<file path="src/rtl/scr1_cg_ctrl.sv">
// -----------------------------------------------------------------------------
// scr1_cg_ctrl
// Clock-gate sequencer for one gated core domain. Runs on the free-running
// clock and decides when the clock-gate enable of the domain may drop:
// after a qualified sleep request has held for an idle window, the domain is
// gated; on wake it is ungated and given a settle window before wake_done.
// Cycles spent gated are accumulated in a saturating statistics counter.
//
// Ports:
//   clk           free-running (ungated) core clock
//   rst_n         asynchronous active-low reset
//   test_mode     DFT mode, forces RUN and inhibits gating
//   core_busy     domain has outstanding activity
//   sleep_req     level request to gate the domain clock
//   wake_req      level wake event
//   sleep_cnt_clr synchronous clear of sleep_cnt
//   clk_en        clock-gate enable, 1 = domain clocked
//   sleep_ack     1 while the domain clock is gated
//   wake_done     one-cycle pulse, domain clock stable after wake
//   sleep_cnt     saturating count of cycles spent gated
// -----------------------------------------------------------------------------
module scr1_cg_ctrl #(
  parameter int IDLE_CYCLES = 4,
  parameter int WAKE_CYCLES = 2,
  parameter int CNT_W       = 32
) (
  input  logic             clk,
  input  logic             rst_n,
  input  logic             test_mode,
  input  logic             core_busy,
  input  logic             sleep_req,
  input  logic             wake_req,
  input  logic             sleep_cnt_clr,
  output logic             clk_en,
  output logic             sleep_ack,
  output logic             wake_done,
  output logic [CNT_W-1:0] sleep_cnt
);

  localparam int MAX_C  = (IDLE_CYCLES > WAKE_CYCLES) ? IDLE_CYCLES : WAKE_CYCLES;
  localparam int CNT_CW = (MAX_C < 1) ? 1 : $clog2(MAX_C + 1);

  // The window counters expire on the cycle they read zero, so a window of
  // N cycles is loaded with N-1. This makes gating land exactly
  // IDLE_CYCLES+1 cycles after the first qualifying RUN cycle.
  localparam logic [CNT_CW-1:0] IDLE_LOAD =
    (IDLE_CYCLES > 0) ? CNT_CW'(IDLE_CYCLES - 1) : CNT_CW'(0);
  localparam logic [CNT_CW-1:0] WAKE_LOAD =
    (WAKE_CYCLES > 0) ? CNT_CW'(WAKE_CYCLES - 1) : CNT_CW'(0);

  typedef enum logic [1:0] {
    ST_RUN   = 2'd0,
    ST_IDLE  = 2'd1,
    ST_SLEEP = 2'd2,
    ST_WAKE  = 2'd3
  } state_e;

  state_e             state_q, state_d;
  logic [CNT_CW-1:0]  cnt_q, cnt_d;
  logic               clk_en_q, clk_en_d;
  logic               sleep_ack_q, sleep_ack_d;
  logic               wake_done_q, wake_done_d;
  logic [CNT_W-1:0]   sleep_cnt_q, sleep_cnt_d;
  logic               sleep_qual;

  assign sleep_qual = sleep_req & ~core_busy & ~wake_req;

  // Next-state, window counter and wake pulse decode
  always_comb begin
    state_d     = state_q;
    cnt_d       = cnt_q;
    wake_done_d = 1'b0;
    if (test_mode) begin
      state_d = ST_RUN;
      cnt_d   = CNT_CW'(0);
    end else begin
      case (state_q)
        ST_RUN: begin
          if (sleep_qual) begin
            if (IDLE_CYCLES == 0) begin
              state_d = ST_SLEEP;
            end else begin
              state_d = ST_IDLE;
              cnt_d   = IDLE_LOAD;
            end
          end else begin
            state_d = ST_RUN;
          end
        end
        ST_IDLE: begin
          // Abort wins over expiry in the same cycle
          if (!sleep_qual) begin
            state_d = ST_RUN;
            cnt_d   = CNT_CW'(0);
          end else if (cnt_q == CNT_CW'(0)) begin
            state_d = ST_SLEEP;
          end else begin
            cnt_d = cnt_q - CNT_CW'(1);
          end
        end
        ST_SLEEP: begin
          if (wake_req || !sleep_req) begin
            if (WAKE_CYCLES == 0) begin
              state_d     = ST_RUN;
              wake_done_d = 1'b1;
            end else begin
              state_d = ST_WAKE;
              cnt_d   = WAKE_LOAD;
            end
          end else begin
            state_d = ST_SLEEP;
          end
        end
        ST_WAKE: begin
          if (cnt_q == CNT_CW'(0)) begin
            state_d     = ST_RUN;
            wake_done_d = 1'b1;
          end else begin
            cnt_d = cnt_q - CNT_CW'(1);
          end
        end
        default: begin
          state_d = ST_RUN;
          cnt_d   = CNT_CW'(0);
        end
      endcase
    end
  end

  // Output decode from next state so the outputs come straight from flops
  always_comb begin
    clk_en_d    = (state_d != ST_SLEEP);
    sleep_ack_d = (state_d == ST_SLEEP);
  end

  // Gated-cycle statistics: clear beats increment, saturate at all-ones
  always_comb begin
    sleep_cnt_d = sleep_cnt_q;
    if (sleep_cnt_clr) begin
      sleep_cnt_d = {CNT_W{1'b0}};
    end else if ((state_q == ST_SLEEP) && !test_mode && !(&sleep_cnt_q)) begin
      sleep_cnt_d = sleep_cnt_q + CNT_W'(1);
    end else begin
      sleep_cnt_d = sleep_cnt_q;
    end
  end

  // State and output registers
  always_ff @(posedge clk or negedge rst_n) begin
    if (!rst_n) begin
      state_q     <= ST_RUN;
      cnt_q       <= CNT_CW'(0);
      clk_en_q    <= 1'b1;
      sleep_ack_q <= 1'b0;
      wake_done_q <= 1'b0;
      sleep_cnt_q <= {CNT_W{1'b0}};
    end else begin
      state_q     <= state_d;
      cnt_q       <= cnt_d;
      clk_en_q    <= clk_en_d;
      sleep_ack_q <= sleep_ack_d;
      wake_done_q <= wake_done_d;
      sleep_cnt_q <= sleep_cnt_d;
    end
  end

  assign clk_en    = clk_en_q;
  assign sleep_ack = sleep_ack_q;
  assign wake_done = wake_done_q;
  assign sleep_cnt = sleep_cnt_q;

endmodule
</file>
<file path="config.mk">
export PLATFORM = sky130hd
export DESIGN_NAME = scr1_cg_ctrl
export DESIGN_NICKNAME = d
export VERILOG_FILES = /design/src/rtl/scr1_cg_ctrl.sv
export SDC_FILE = /design/constraint.sdc
export NUM_CORES = 1
export LEC_CHECK = 0
export BUFFER_PORTS_ARGS = -buffer_cell sky130_fd_sc_hd__buf_2
export CAP_MARGIN = 15
export CORE_AREA = 10 10 78 87
export CTS_BUF_LIST = sky130_fd_sc_hd__clkbuf_16
export DETAILED_ROUTE_END_ITERATION = 7
export DIE_AREA = 0 0 88 97
export PLACE_DENSITY_LB_ADDON = 0.1
export SYNTH_ARGS = -nofsm -noshare
export SYNTH_HDL_FRONTEND = slang
export SYNTH_SLANG_ARGS = --single-unit
export TNS_END_PERCENT = 50
</file>
<file path="constraint.sdc">
create_clock -name clk -period 3.46 [get_ports clk]
set_input_delay 0.519 -clock clk [delete_from_list [all_inputs] [get_ports clk]]
set_output_delay 0.519 -clock clk [all_outputs]
set_load 0.02 [all_outputs]
</file>
==> Flow_metrics.wiki <==
{| class="wikitable"
! Metric !! Value
|-
| Power per cell area || 367 nW/um^2
|-
| Post-Synthesis Net Count || 257
|-
| IR drop worst, VDD || 0.212 mV
|-
| Reg-to-reg endpoint || sleep_cnt[31]
|-
| Total via count after detailed routing || 1,958
|-
| Area enclosed by the die boundary || 8540 sq um
|-
| Mapped Area || 2220 sq um
|-
| I/O pin cnt || 42
|-
| Std-Cell Rows || 27
|-
| Number of H-tree branching levels || 2
|-
| Transition time at the pin with the least slew margin || 0.914 ns
|-
| Routed length per placed instance || 15.4 um
|-
| Flop2flop setup slack || 0.99 ns
|-
| Clock sink count || 40
|-
| Final weighted congestion in routability-driven placement || 0.801
|-
| Min Clock Period, post-route || 2.47 ns
|-
| Post-CTS resize count || 0
|-
| Die width || 88 um
|-
| Most used cell along the critical path || and4_1
|-
| Met3 usage || 3.43%
|-
| Post-synthesis simple-gate area fraction || 28.2%
|-
| Die Y-Extent || 97 um
|-
| Filler cell count || 493
|-
| Antenna fix cells || 0
|-
| Unrepaired setup endpoints after global routing || false
|-
| Final TNS setup || 0 ns
|-
| Number of slew-limit violations in the final report || 0
|-
| Arrival time of the worst setup path || 2.67 ns
|-
| Area added between synthesis and finish || 16.2%
|-
| Antenna violations before repair || 0
|-
| Sequential-to-total area share from yosys stat || 45.1%
|-
| Final hold violation count || 0
|-
| Crit path required time || 3.66 ns
|-
| Clock tree from TritonCTS || done
|-
| Residual DRC count || 0
|-
| Max incr delay on CP || 0.58 ns
|-
| Aggregate routed wire length || 5290 um
|-
| Violation count after the first detailed-routing iteration || 109
|-
| Via count of the first global-routing pass || 1,819
|-
| Post-synthesis cell count || 247
|-
| # port buffers || 41
|-
| CTS hold repair buffers || 0
|-
| Count of non-filler cells in the finished layout || 343
|-
| Clk root buf || clkbuf_16
|-
| Proportion of layout cells with a drive suffix above 1 || 19.3%
|-
| Most instantiated flip-flop cell in the synthesis netlist || dfrtp_1
|-
| Critical path capture point type || flop
|-
| Async set-or-reset flop fraction in the synthesized netlist || 100%
|-
| Vias per cell || 5.71
|-
| Count of buffer and inverter cells on the critical path || 0
|-
| Most Used Layer, Global Route || met2
|-
| Detailed Routing Iterations Pass 1 || 4
|-
| Max capacitance violation total || 0
|-
| Pin count of the biggest net entering global routing || 41
|-
| Depth of the worst register-to-register path || 6
|-
| Count of final setup violators || 0
|-
| Count of yosys warnings during synthesis || 0
|-
| Post-Synthesis Mean Instance Area || 8.99 sq um
|-
| Fraction of synthesized cell area in xor and xnor cells || 1.97%
|-
| Half-perimeter wire length after placement || 3680 um
|-
| TritonCTS Buffers || 5
|-
| Delay-heaviest family, CP || simple AND/OR/NAND/NOR gates
|-
| Antenna-violating nets left || 0
|-
| Skew final || 0.00849 ns
|-
| All-Layer GR Usage || 12.5%
|-
| Global-route wire length before repair || 8930 um
|-
| Slowest CP cell || or4_1
|-
| Clock-pin slew reported for the worst setup and hold paths after clock tree synthesis || 0.06 ns
|-
| Relative slew slack || 39.1%
|-
| Number of distinct standard cells referenced by the synthesized netlist || 41
|-
| Max Clock Freq || 0.405 GHz
|-
| Share of synthesized cell area in full adder, half adder and majority cells || 1.69%
|-
| Met2 usage || 18.9%
|-
| Sum of overflow across all layers after global routing || 0
|-
| Fraction of the cycle the final worst path needs || 71.3%
|-
| Post-CTS setup buffer count || 0
|-
| Classification of the worst setup path || flop to flop
|-
| Final core utilization || 52.0%
|-
| Critical path, cell by cell || ha_1, and4_1, and4_1, a31o_1, or4_1, a21oi_1
|-
| Total instance count after detailed placement || 335
|-
| Start of the worst register-to-register path || sleep_cnt[0]
|-
| Global Route met1 Usage || 16.4%
|-
| Kind of path behind the tightest hold check || input port to asynchronous set/reset pin
|-
| Maximum count of clock buffers along a single path || 2
|-
| Highest fanout seen on the critical path || 30
|-
| Final #Nets || 294
|-
| Largest family of logic cells by synthesized area || simple AND/OR/NAND/NOR gates
|-
| EDFF count, synth || 0
|-
| Worst-skew pair later-pin latency || 0.28 ns
|-
| Startpoint class of the critical path || flop
|-
| Multiplexer fraction of the synthesized cell area || 1.01%
|-
| Effective utilization at floorplan || 44.7%
|-
| Leakage || 1.11 nW
|-
| Post-synthesis register bit count || 40
|-
| Outcome || complete, no violations
|-
| Compound-gate portion of the synthesized area || 17.7%
|-
| Area of the core || 4970 sq um
|}
## cells in the final DEF (no fill, tap or decap), types with 9 or more instances in the layout
cell and count:
nand2_1 18, nand3_1 10, a21oi_1 27, or3_1 14, or4_1 9, nor2_1 17, buf_2 41, dfrtp_1 39
o31ai_1 10, nand4_1 9, o21ai_0 17, inv_1 10
## registers in the layout, summed over array words and instances, names as in the netlist
name	count
wake_done	1
cnt_q	3
sleep_cnt	32
state_q	2
sleep_ack	1
clk_en	1
## stage by stage
stage	cell area [sq um]	setup slack [ns]	power, W	hold WS (ns)
after floorplan	2220	1.27	0.000506	0.223
after global placement	2440	1.01	0.000524	0.484
after detailed placement	2440	0.965	0.000524	0.487
after CTS	2580	1.00	0.000964	0.406
after global routing	2580	0.827	0.000983	0.451
final	2580	0.993	0.000948	0.376
## cell usage after synthesis, types with 7 or more instances
| cell type | count | area, sq um |
|---|---|---|
| dfrtp_1 | 39 | 976 |
| a21oi_1 | 27 | 135 |
| nand2_1 | 18 | 67.6 |
| nor2_1 | 17 | 63.8 |
| o21ai_0 | 17 | 85.1 |
| or3_1 | 14 | 87.6 |
| nand3_1 | 10 | 50.1 |
| o31ai_1 | 10 | 75.1 |
| nand4_1 | 9 | 56.3 |
| or4_1 | 9 | 67.6 |
| clkbuf_1 | 8 | 30.0 |
| inv_1 | 8 | 30.0 |
| nor3_1 | 7 | 35.0 |
## report_power, final
group	internal (W)	switching (W)
registers	0.000470	0.00000225
clock network	0.000260	0.000173
logic	0.0000122	0.0000296
total	0.000743	0.000205
## how the worst max path moves through the flow
stage,depth (start not counted),start,endpoint,slack (ns)
6_report,6,sleep_cnt[0],sleep_cnt[31],0.99
3_5_place_dp,6,test_mode,sleep_cnt[29],0.96
2_1_floorplan,7,sleep_cnt[0],sleep_cnt[15],1.27
5_1_grt,6,sleep_cnt[0],sleep_cnt[23],0.83
4_1_cts,6,sleep_cnt[0],sleep_cnt[29],1.00
3_3_place_gp,6,test_mode,sleep_cnt[27],1.01
## routing by layer
layer  part of all wire (%)  wire [um]
met4                    1.5         77
met3                    5.6        297
met5                      0          0
met2                     46       2460
met1                     46       2460
## cell families (layout without fill, tap and decap cells)
family,count (synthesis),in the layout
adder cells (fa/ha/maj),3,3
flip-flops,40,40
AND/OR/NAND/NOR,111,111
buffers and inverters,20,58
AO/OA/AOI/OAI,66,66
multiplexers,2,2
XOR/XNOR,5,5
## final cells by class
cell class              instances  area [sq um]  share of cell area, %
repair buffers                 42           213                   8.24
well taps                      58          72.6                   2.81
multi-input cells             187          1120                   43.6
clock inverters                 3          12.5                  0.485
clock buffers                   5           125                   4.85
flip-flops and latches         40          1000                   38.8
inverters                       8          30.0                   1.16
(Power assumes the default switching activity.)
